File: src/rtl/iter_shifter_pkg.sv
// Shared definitions for the iterative shifter and its step cell.
//   shift_op_e    : operation codes as presented on in_op (also reused by the ALU decoder)
//   shift_state_e : control FSM state encodings
package iter_shifter_pkg;

    typedef enum logic [1:0] {
        SH_SLL = 2'b00,   // logical left, zero fill at LSB
        SH_SRL = 2'b01,   // logical right, zero fill at MSB
        SH_SRA = 2'b10,   // arithmetic right, sign fill
        SH_ROR = 2'b11    // rotate right
    } shift_op_e;

    typedef enum logic [1:0] {
        ST_IDLE  = 2'b00,
        ST_SHIFT = 2'b01,
        ST_DONE  = 2'b10
    } shift_state_e;

endpackage

File: src/rtl/iter_shifter_shift_step.sv
// shift_step: combinational shift of a WIDTH-bit value by a small amount.
//   op   in  shift operation (SLL/SRL/SRA/ROR)
//   din  in  value to shift
//   amt  in  shift amount, 0..STEP (never reaches WIDTH)
//   dout out shifted value
module shift_step
    import iter_shifter_pkg::*;
#(
    parameter int WIDTH = 32,
    parameter int AMT_W = 6
) (
    input  shift_op_e          op,
    input  logic [WIDTH-1:0]   din,
    input  logic [AMT_W-1:0]   amt,
    output logic [WIDTH-1:0]   dout
);

    // Left-shift distance for the rotate's wrapped part. With amt=0 this is
    // WIDTH, which shifts everything out and leaves din unchanged.
    logic [AMT_W:0] wrap_amt;

    always_comb begin
        wrap_amt = (AMT_W+1)'(WIDTH) - {1'b0, amt};
        dout     = din;
        case (op)
            SH_SLL:  dout = din << amt;
            SH_SRL:  dout = din >> amt;
            SH_SRA:  dout = $signed(din) >>> amt;
            SH_ROR:  dout = (din >> amt) | (din << wrap_amt);
            default: dout = din;
        endcase
    end

endmodule

File: src/rtl/iter_shifter.sv
// iter_shifter: multi-cycle shifter shifting up to STEP bits per clock.
//   clk       in   clock, all state updates on rising edge
//   rst_n     in   synchronous active-low reset
//   in_valid  in   request valid
//   in_ready  out  request accepted when high (FSM idle)
//   in_data   in   operand
//   in_shamt  in   shift amount 0..WIDTH-1
//   in_op     in   00 SLL, 01 SRL, 10 SRA, 11 ROR
//   out_valid out  result valid, held until out_ready
//   out_ready in   consumer accepts result
//   out_data  out  result, stable while out_valid is high
module iter_shifter
    import iter_shifter_pkg::*;
#(
    parameter  int WIDTH   = 32,
    parameter  int STEP    = 1,
    localparam int SHAMT_W = $clog2(WIDTH)
) (
    input  logic               clk,
    input  logic               rst_n,
    input  logic               in_valid,
    output logic               in_ready,
    input  logic [WIDTH-1:0]   in_data,
    input  logic [SHAMT_W-1:0] in_shamt,
    input  logic [1:0]         in_op,
    output logic               out_valid,
    input  logic               out_ready,
    output logic [WIDTH-1:0]   out_data
);

    // One extra bit so that STEP=WIDTH is representable in the step amount.
    localparam int CNT_W = SHAMT_W + 1;
    localparam logic [CNT_W-1:0] STEP_C = CNT_W'(STEP);

    shift_state_e        state, state_nxt;
    shift_op_e           op_q;
    logic [WIDTH-1:0]    work;
    logic [SHAMT_W-1:0]  remaining;

    logic [CNT_W-1:0]    rem_ext;
    logic [CNT_W-1:0]    k;
    logic [SHAMT_W-1:0]  rem_nxt;
    logic [WIDTH-1:0]    step_out;

    // k = min(STEP, remaining); k <= remaining < WIDTH so its low bits
    // are enough for the counter update.
    always_comb begin
        rem_ext = {1'b0, remaining};
        k       = (rem_ext < STEP_C) ? rem_ext : STEP_C;
        rem_nxt = remaining - k[SHAMT_W-1:0];
    end

    shift_step #(
        .WIDTH (WIDTH),
        .AMT_W (CNT_W)
    ) u_step (
        .op   (op_q),
        .din  (work),
        .amt  (k),
        .dout (step_out)
    );

    // State register
    always_ff @(posedge clk) begin
        if (!rst_n) state <= ST_IDLE;
        else        state <= state_nxt;
    end

    // Next-state logic
    always_comb begin
        state_nxt = state;
        case (state)
            ST_IDLE:  if (in_valid) state_nxt = (in_shamt == '0) ? ST_DONE : ST_SHIFT;
            ST_SHIFT: if (rem_nxt == '0) state_nxt = ST_DONE;
            ST_DONE:  if (out_ready) state_nxt = ST_IDLE;
            default:  state_nxt = ST_IDLE;
        endcase
    end

    // Outputs decoded from state
    always_comb begin
        in_ready  = (state == ST_IDLE);
        out_valid = (state == ST_DONE);
    end

    // Datapath: working value, remaining count, result register.
    // The result register is loaded on the same edge that enters DONE,
    // so out_data is already valid in the first DONE cycle.
    always_ff @(posedge clk) begin
        if (!rst_n) begin
            work      <= '0;
            remaining <= '0;
            op_q      <= SH_SLL;
            out_data  <= '0;
        end else begin
            case (state)
                ST_IDLE: begin
                    if (in_valid) begin
                        work      <= in_data;
                        remaining <= in_shamt;
                        op_q      <= shift_op_e'(in_op);
                        if (in_shamt == '0) out_data <= in_data;
                    end
                end
                ST_SHIFT: begin
                    work      <= step_out;
                    remaining <= rem_nxt;
                    if (rem_nxt == '0) out_data <= step_out;
                end
                default: ;
            endcase
        end
    end

endmodule

File: config.mk
export PLATFORM = sky130hd
export DESIGN_NAME = iter_shifter
export DESIGN_NICKNAME = d
export VERILOG_FILES = /design/src/rtl/iter_shifter_pkg.sv /design/src/rtl/iter_shifter_shift_step.sv /design/src/rtl/iter_shifter.sv
export SDC_FILE = /design/constraint.sdc
export NUM_CORES = 1
export LEC_CHECK = 0
export CORE_MARGIN = 10
export CORE_UTILIZATION = 55
export CTS_CLUSTER_DIAMETER = 50
export DETAILED_ROUTE_END_ITERATION = 7
export PLACE_DENSITY = 0.83
export SLEW_MARGIN = 20
export SYNTH_ARGS = -nofsm -noshare
export SYNTH_HDL_FRONTEND = slang
export SYNTH_SLANG_ARGS = --single-unit
File: constraint.sdc
create_clock -name clk -period 5.06 [get_ports clk]
set_clock_uncertainty 0.15 [all_clocks]
set_input_delay 0.759 -clock clk [delete_from_list [all_inputs] [get_ports clk]]
set_output_delay 0.759 -clock clk [all_outputs]
set_load 0.02 [all_outputs]
==> results of run 1 <==
[synth_stat cells (6+ instances only)]
library cell | count | area, µm²
nor2_1 | 54 | 203
a211oi_1 | 23 | 173
o21a_1 | 6 | 45.0
mux2_2 | 17 | 191
or3_1 | 6 | 37.5
dfxtp_1 | 73 | 1460
nand2_1 | 87 | 327
and3_1 | 8 | 50.1
a31oi_1 | 8 | 50.1
o21ai_0 | 30 | 150
buf_2 | 19 | 95.1
o211ai_1 | 7 | 52.6
a21oi_1 | 42 | 210
mux2i_1 | 9 | 90.1
clkbuf_1 | 23 | 86.3
a311oi_1 | 15 | 131
o311ai_0 | 7 | 61.3
nand3_1 | 40 | 200
nor3_1 | 19 | 95.1
buf_4 | 6 | 45.0
[metal layers]
layer	global-route usage, %	part of all wire (%)
met1	30.6	41
met2	40.8	47
met3	5.72	9.2
met4	9.70	2.5
met5	0	0
[cell families (layout without fill, tap and decap cells)]
kind of cell / after synthesis / after routing / share of synthesized area, %
AOI/OAI and AO/OA: 176 / 176 / 27.7
adders and majority gates: 3 / 3 / 0.864
buffers and inverters: 57 / 103 / 6.36
DFF: 73 / 73 / 33.6
muxes: 28 / 28 / 7.51
other: 1 / 1 / 0.0863
and+or+nand+nor: 231 / 231 / 23.9
[area by class of cell]
cell class / instances / area share [%]
clock inverters: 5 / 1.52
flip-flops and latches: 73 / 27.8
clock buffers: 10 / 2.62
multi-input cells: 439 / 49.7
inverters: 4 / 0.309
repair buffers: 84 / 15.6
well taps: 102 / 2.43
[per-stage QoR]
step           cell area, µm²  worst slack [ns]  util [%]  power [W]  cells
6_report                 5260             0.993      68.1    0.00224    717
5_1_grt                  5260             0.713      68.1    0.00236    717
4_1_cts                  5260              1.09      68.1    0.00222    717
3_5_place_dp             5040              1.12      65.3    0.00171    702
3_3_place_gp             5040              1.22      65.3    0.00169    702
2_1_floorplan            4350              2.33         -    0.00143    569
[registers in the layout (all words and copies together) (netlist names)]
register and flops:
op_q 2, state 2, out_data 32, work 32, remaining 5
[worst min path at each step]
stage / startpoint / endpoint / slack [ns] / cells after the start
floorplan: work[28] / work[28] / 0.31 / 2
global placement: out_data[19] / out_data[19] / 0.29 / 2
detailed placement: out_data[19] / out_data[19] / 0.30 / 2
CTS: out_data[21] / out_data[21] / 0.32 / 2
global route: out_data[21] / out_data[21] / 0.33 / 2
finish: out_data[21] / out_data[21] / 0.32 / 2
[power groups by stage]
stage	sequential, W	clock (W)	combinational, W
6_report	0.000795	0.000523	0.000918
5_1_grt	0.000805	0.000552	0.00101
4_1_cts	0.000789	0.000523	0.000910
3_5_place_dp	0.000802	0	0.000905
3_3_place_gp	0.000799	0	0.000888
2_1_floorplan	0.000789	0	0.000639
[critical path: cells and delay by family (launching register included)]
family,cells,cell delay [ns]
and+or+nand+nor,2,0.42
buffers and inverters,2,0.58
AOI/OAI and AO/OA,4,1.00
adders and majority gates,1,1.03
muxes,1,0.30
DFF,1,0.50
==> flow_metrics.py, run 1 <==
metrics = {
    "run_status": {
        "run_status": "completed",
    },
    "synth": {
        "ys_types": 59,
        "synthesis.nets": 615,
        "avgSynthCellArea_um2": 7.64,
        "async_reset_ff_share_pct": 0,
        "ys_ff_latch": 73,
        "synth_warnings": 0,
        "syn_area_mm2": 0.00435,
        "ys_seq_area_share_pct": 33.6,
        "synthFlopType": "dfxtp_1",
        "synth_edf_count": 0,
        "syn_inst": 569,
    },
    "timing": {
        "finalSetupViolations": 0,
        "worst_slew_pin_slew_ns": 1.06,
        "slew_violations": 0,
        "slew_headroom_pct": 29.4,
        "finalHoldWorstSlack_ns": 0.318,
        "period_share_pct": 80.4,
        "timing.final.crit_period_ns": 4.07,
        "finalHoldViolCount": 0,
        "max_freq_ghz": 0.246,
        "rsz0062_at_grt": "false",
        "tns_ns": 0,
    },
    "setup_path": {
        "crit_path_max_incr_delay_ns": 1.03,
        "cp_common_cell": "o21ai_0",
        "r2r_slack_ns": 0.99,
        "cp_slowest_cell": "ha_1",
        "end_kind": "flip-flop",
        "ff2ff_path_depth": 10,
        "critPathKind": "flip-flop to flip-flop",
        "startpoint_type": "flip-flop",
        "cp_max_fo": 27,
        "worstPathRequired_ns": 5.19,
        "crit_chain": "nor3_4, buf_4, nand2_2, clkinv_2, ha_1, mux2_2, a211oi_1, o311ai_0, o21ai_0, o21ai_0",
        "crit_end": "out_data[22]",
        "worstReg2RegStart": "remaining[2]",
        "cp_data_arrival_time_ns": 4.20,
        "startpoint": "remaining[2]",
        "worstReg2RegEnd": "out_data[22]",
    },
    "route": {
        "ant_nets": 0,
        "wl_per_cell_um": 20.4,
        "wirelength_um": 14600,
        "via_per_inst": 6.42,
        "drt-initial-drc-count": 322,
        "drt_first_pass_iters": 6,
        "num_vias": 4602,
        "post-route-drc-count": 0,
    },
    "final_layout": {
        "ff_latch_area_mm2": 0.00146,
        "final_common_cell": "nand2_1",
        "antennaDiodeCount": 0,
        "layout-drive-gt1-share_pct": 8.94,
        "fillers": 662,
        "mostFrequentLayoutCells": "nand2_1, clkdlybuf4s50_1, dfxtp_1",
        "multiInputGateArea_mm2": 0.00262,
        "final_nets": 657,
        "area_growth_pct": 21.0,
    },
    "clocking": {
        "clkSinkCount": 73,
        "cts_resized": 0,
        "htree_levels": 3,
        "insertion_delay_ns": 0.36,
        "cts_setup_buffers": 0,
        "cts.clk_slew.worst_paths_ns": 0.08,
        "clock-root-buffer": "clkbuf_8",
        "ctsHoldBuffers": 0,
        "cts_buffer_depth": 2,
        "cts_tree": "built",
        "numCtsBuffers": 9,
    },
    "power_and_ir_drop": {
        "switching_share_pct": 40.9,
        "power.density_mw_per_mm2": 425,
        "p_sw_w": 0.000915,
        "vdd_drop_max_uv": 212,
        "internal_power_w": 0.00132,
        "p_clk_share_pct": 23.4,
        "power_frac_seq_pct": 35.6,
        "leakagePower_nw": 1.84,
        "combPwrFrac_pct": 41.1,
    },
    "run": {
        "drv_cap": 0,
    },
    "floorplanning": {
        "die_h_um": 109,
        "rows": 32,
        "die_x_um": 109,
        "io_pins": 77,
        "core_area_mm2": 0.00773,
        "start_util_pct": 56.3,
        "die-area_mm2": 0.0119,
    },
    "place": {
        "gp_congestion": 0.919,
        "io_buffers": 76,
        "dp_hpwl_um": 9940,
    },
    "grt": {
        "grt_max_degree": 43,
        "grt_pass1_vias": 4527,
        "grt_pass1_wl_um": 23700,
        "overflow": 0,
        "antenna_found_initial": 0,
        "track_usage_pct": 24.8,
    },
    "min_path": {
        "hold_path_class": "flip-flop to flip-flop",
    },
}
Power figures use the tool's default switching activity.
==> run 2, diff against run 1 <==
CORE_UTILIZATION = 53   (was 55)
PLACE_DENSITY = 0.8   (was 0.83)
clock period = 4.2 ns   (was 5.06 ns; I/O delays follow)
==> run 2 against run 1 <==
Against the previous run:
- cell count is 0.56% higher
- hold slack better by 0.0024 ns
- combinational power is 22% higher
- via count is 0.96% higher
- fmax is 12% higher
- sequential power is 20% higher
- first-iteration DRC count is 0.31% lower
- sequential cell count stayed put
- clock power is 5.2% higher
- critical endpoint unchanged
- wire length is 0.41% lower
- clock-buffer cell count is 1 higher
- highest routed layer unchanged
- register-to-register slack worse by 0.41 ns
- critical path type unchanged
==> flow_metrics.py, run 2 (synthesis results as in run 1) <==
metrics = {
    "setup_path": {
        "cp_max_fo": 27,
        "worstPathRequired_ns": 4.32,
        "r2r_slack_ns": 0.58,
        "startpoint_type": "flip-flop",
        "crit_chain": "nor3_4, buf_4, nand2_2, clkinv_2, ha_1, mux2_2, a211oi_1, o311ai_0, o21ai_0, o21ai_0",
        "critPathKind": "flip-flop to flip-flop",
        "startpoint": "remaining[2]",
        "crit_path_max_incr_delay_ns": 1.00,
        "ff2ff_path_depth": 10,
        "cp_data_arrival_time_ns": 3.74,
        "cp_common_cell": "o21ai_0",
        "worstReg2RegStart": "remaining[2]",
        "end_kind": "flip-flop",
        "worstReg2RegEnd": "out_data[22]",
        "cp_slowest_cell": "ha_1",
    },
    "clocking": {
        "cts.clk_slew.worst_paths_ns": 0.08,
        "cts_setup_buffers": 0,
        "cts_resized": 0,
        "htree_levels": 3,
        "clock-root-buffer": "clkbuf_8",
        "insertion_delay_ns": 0.36,
        "cts_buffer_depth": 2,
        "numCtsBuffers": 9,
        "clkSinkCount": 73,
        "cts_tree": "built",
        "ctsHoldBuffers": 0,
    },
    "timing": {
        "max_freq_ghz": 0.276,
        "timing.final.crit_period_ns": 3.62,
        "worst_slew_pin_slew_ns": 1.06,
        "period_share_pct": 86.2,
        "tns_ns": 0,
        "slew_violations": 0,
        "finalSetupViolations": 0,
        "finalHoldViolCount": 0,
        "rsz0062_at_grt": "false",
        "slew_headroom_pct": 29.3,
    },
    "power_and_ir_drop": {
        "vdd_drop_max_uv": 281,
        "power.density_mw_per_mm2": 501,
        "leakagePower_nw": 1.84,
    },
    "floorplanning": {
        "die_x_um": 111,
        "start_util_pct": 55.4,
        "rows": 32,
        "core_area_mm2": 0.00785,
        "io_pins": 77,
        "die-area_mm2": 0.0122,
        "die_h_um": 111,
    },
    "place": {
        "dp_cells": 705,
        "dp_hpwl_um": 9860,
        "io_buffers": 76,
        "gp_congestion": 0.901,
        "place_area_mm2": 0.00506,
    },
    "final_layout": {
        "fillers": 702,
        "final_nets": 660,
        "stdcell_count": 721,
        "finalInstanceArea_mm2": 0.00525,
        "antennaDiodeCount": 0,
        "final_common_cell": "nand2_1",
        "final_core_util_pct": 66.9,
        "area_growth_pct": 20.8,
        "layout-drive-gt1-share_pct": 9.21,
        "mostFrequentLayoutCells": "nand2_1, clkdlybuf4s50_1, dfxtp_1",
        "reg.largest.list": "out_data (32), work (32), remaining (5)",
    },
    "min_path": {
        "min_to": "out_data[28]",
        "worstHoldStart": "out_data[28]",
        "hold_path_class": "flip-flop to flip-flop",
        "hold_path_depth": 2,
    },
    "run_status": {
        "run_status": "completed",
    },
    "grt": {
        "grt_pass1_vias": 4516,
        "antenna_found_initial": 0,
        "grt_max_degree": 39,
        "track_usage_pct": 22.7,
        "overflow": 0,
        "grt_pass1_wl_um": 23900,
    },
    "run": {
        "drv_cap": 0,
    },
    "route": {
        "drt-initial-drc-count": 321,
        "wirelength_um": 14500,
        "post-route-drc-count": 0,
        "ant_nets": 0,
        "num_vias": 4646,
        "drt_first_pass_iters": 5,
        "wl_per_cell_um": 20.2,
        "via_per_inst": 6.44,
    },
}
==> run 2: layout make-up <==
cell class / count / area (µm²) / area share, %
clock inverter: 5 / 56.3 / 1.07
multi-input combinational: 439 / 2620 / 49.8
timing repair buffer: 87 / 843 / 16.1
tap: 102 / 128 / 2.43
sequential: 73 / 1460 / 27.8
inverter: 4 / 16.3 / 0.310
clock buffer: 11 / 131 / 2.50
==> run 2: critical path, delay by kind of cell (launching register included) <==
family / cells / cell delay [ns]
adders and majority gates: 1 / 1.00
AOI/OAI and AO/OA: 4 / 0.94
DFF: 1 / 0.50
buffers and inverters: 2 / 0.45
muxes: 1 / 0.30
and+or+nand+nor: 2 / 0.17
==> run 2: metal layers <==
layer / wire length (µm) / vias up / GRT usage [%] / part of all wire, %
li1: - / 2190 / - / -
met1: 6270 / 2190 / 29.1 / 43
met2: 6730 / 231 / 36.2 / 46
met3: 1150 / 35 / 4.97 / 7.9
met4: 396 / 0 / 8.55 / 2.7
met5: 0 / - / 0 / 0
==> run 2: stage by stage <==
stage | worst slack [ns] | power, W | hold slack [ns]
floorplan | 1.47 | 0.00172 | 0.309
global placement | 0.776 | 0.00205 | 0.294
detailed placement | 0.668 | 0.00207 | 0.306
CTS | 0.595 | 0.00261 | 0.320
global route | 0.266 | 0.00278 | 0.351
finish | 0.579 | 0.00263 | 0.320
==> run 2: worst max path at each step <==
stage | to | slack [ns] | cells past startpoint
after global routing | out_data[22] | 0.27 | 10
after detailed placement | out_data[22] | 0.67 | 10
final | out_data[22] | 0.58 | 10
after floorplan | out_data[31] | 1.47 | 12
after global placement | work[23] | 0.78 | 10
after CTS | out_data[22] | 0.60 | 10
==> run 2: where the power goes <==
group          switching, W  internal, W
Clock              0.000276     0.000274
Sequential         0.000152     0.000802
Combinational      0.000673     0.000452
==> run 3, diff against run 2 <==
clock period = 3.45 ns   (was 4.2 ns; I/O delays follow)
==> run 3 against run 2 <==
Against the previous run:
- total power rose by 25%
- sequential power rose by 21%
- non-clock buffer count rose by 3
- global-route usage fell by 0.59 points
- wire length fell by 2.5%
- combinational power rose by 23%
- largest power group unchanged
==> flow_metrics.py, run 3 (synthesis results as in run 1) <==
metrics = {
    "run_status": {
        "run_status": "completed",
    },
    "setup_path": {
        "cp_data_arrival_time_ns": 3.12,
        "startpoint_type": "flip-flop",
        "end_kind": "flip-flop",
        "cp.depth": 9,
        "cp_slowest_cell": "o21ai_4",
        "worstPathRequired_ns": 3.57,
        "critPathBufInv": 1,
        "ff2ff_path_depth": 9,
        "crit_path_max_incr_delay_ns": 0.70,
        "crit_chain": "nor3_4, a21o_1, inv_1, ha_1, nor2_1, a2bb2oi_1, o21ai_4, nand2_1, o31ai_1",
        "cp_max_fo": 36,
        "cp_top_family": "compound AO/OA/AOI/OAI gates",
        "critPathKind": "flip-flop to flip-flop",
    },
    "route": {
        "num_vias": 4646,
        "wirelength_um": 14200,
        "ant_nets": 0,
        "drt_first_pass_iters": 5,
        "wl_per_cell_um": 19.6,
        "via_per_inst": 6.43,
        "post-route-drc-count": 0,
        "drt-initial-drc-count": 434,
    },
    "clocking": {
        "htree_levels": 3,
        "insertion_delay_ns": 0.36,
        "cts_buffer_depth": 2,
        "clkSinkCount": 73,
        "cts_setup_buffers": 0,
        "cts.clk_slew.worst_paths_ns": 0.08,
        "clock-root-buffer": "clkbuf_8",
        "cts_resized": 0,
        "cts_tree": "built",
        "ctsHoldBuffers": 0,
        "numCtsBuffers": 9,
    },
    "final_layout": {
        "final_core_util_pct": 67.5,
        "area_growth_pct": 21.8,
        "final_common_cell": "nand2_1",
        "ff_latch_area_mm2": 0.00146,
        "multiInputGateArea_mm2": 0.00261,
        "fillers": 676,
        "final_nets": 663,
        "antennaDiodeCount": 0,
        "layout-drive-gt1-share_pct": 9.50,
        "mostFrequentLayoutCells": "nand2_1, clkdlybuf4s50_1, dfxtp_1",
        "reg.largest.list": "out_data (32), work (32), remaining (5)",
        "stdcell_count": 723,
    },
    "grt": {
        "grt_pass1_wl_um": 23300,
        "track_usage_pct": 22.1,
        "antenna_found_initial": 0,
        "grt_max_degree": 54,
        "overflow": 0,
        "grt_pass1_vias": 4471,
    },
    "floorplanning": {
        "core_area_mm2": 0.00785,
        "start_util_pct": 55.4,
        "rows": 32,
        "io_pins": 77,
        "die-area_mm2": 0.0122,
        "die_h_um": 111,
        "die_x_um": 111,
    },
    "place": {
        "dp_cells": 708,
        "io_buffers": 76,
        "pre_cts_slack_ns": 0.445,
        "dp_hpwl_um": 9620,
        "gp_congestion": 0.892,
    },
    "timing": {
        "setup_ws_ns": 0.452,
        "tns_ns": 0,
        "finalHoldViolCount": 0,
        "finalSetupViolations": 0,
        "finalHoldWorstSlack_ns": 0.312,
        "slew_headroom_pct": 43.1,
        "max_freq_ghz": 0.334,
        "rsz0062_at_grt": "false",
        "timing.final.crit_period_ns": 3.00,
        "period_share_pct": 86.9,
        "worst_slew_pin_slew_ns": 0.851,
        "slew_violations": 0,
    },
    "power_and_ir_drop": {
        "vdd_drop_max_uv": 409,
        "leakagePower_nw": 1.86,
        "power.density_mw_per_mm2": 620,
    },
    "run": {
        "drv_cap": 0,
    },
    "min_path": {
        "hold_path_depth": 2,
        "hold_path_class": "flip-flop to flip-flop",
    },
}
run 3: worst paths after layout:
check / to / startpoint / slack [ns]
max reg2reg: out_data[14] / remaining[2] / 0.45
min reg2reg: out_data[19] / out_data[19] / 0.31
max: out_data[14] / remaining[2] / 0.45
min: out_data[19] / out_data[19] / 0.31
run 3: metrics by stage:
stage | cell area [µm²] | power (W)
final | 5290 | 0.00328
after global routing | 5290 | 0.00346
after CTS | 5290 | 0.00326
after detailed placement | 5080 | 0.00253
after global placement | 5080 | 0.00250
after floorplan | 4350 | 0.00209
run 3: power by group:
| part | internal (W) | switching (W) |
|---|---|---|
| clock | 0.000404 | 0.000338 |
| combinational | 0.000563 | 0.000815 |
| sequential | 0.000977 | 0.000185 |
| total | 0.00194 | 0.00134 |
run 3: cell type report:
class,count,area share (%)
well taps,102,2.41
inverters,4,0.307
flip-flops and latches,73,27.6
multi-input cells,439,49.4
clock buffers,10,2.41
repair buffers,90,16.4
clock inverters,5,1.54
run 3: metal layers:
metal | GRT usage (%) | part of all wire, % | vias to the layer above
met2 | 35.1 | 47 | 242
met5 | 0 | 0 | -
li1 | - | - | 2191
met1 | 28.4 | 42 | 2182
met3 | 5.67 | 8.1 | 31
met4 | 7.51 | 2.2 | 0
run 3: worst register-to-register path, delay by kind of cell (launching register included):
kind,cells,cell delay [ns]
AND/OR/NAND/NOR,3,0.72
adder cells (fa/ha/maj),1,0.24
buffers and inverters,1,0.05
AO/OA/AOI/OAI,4,1.34
flip-flops,1,0.40
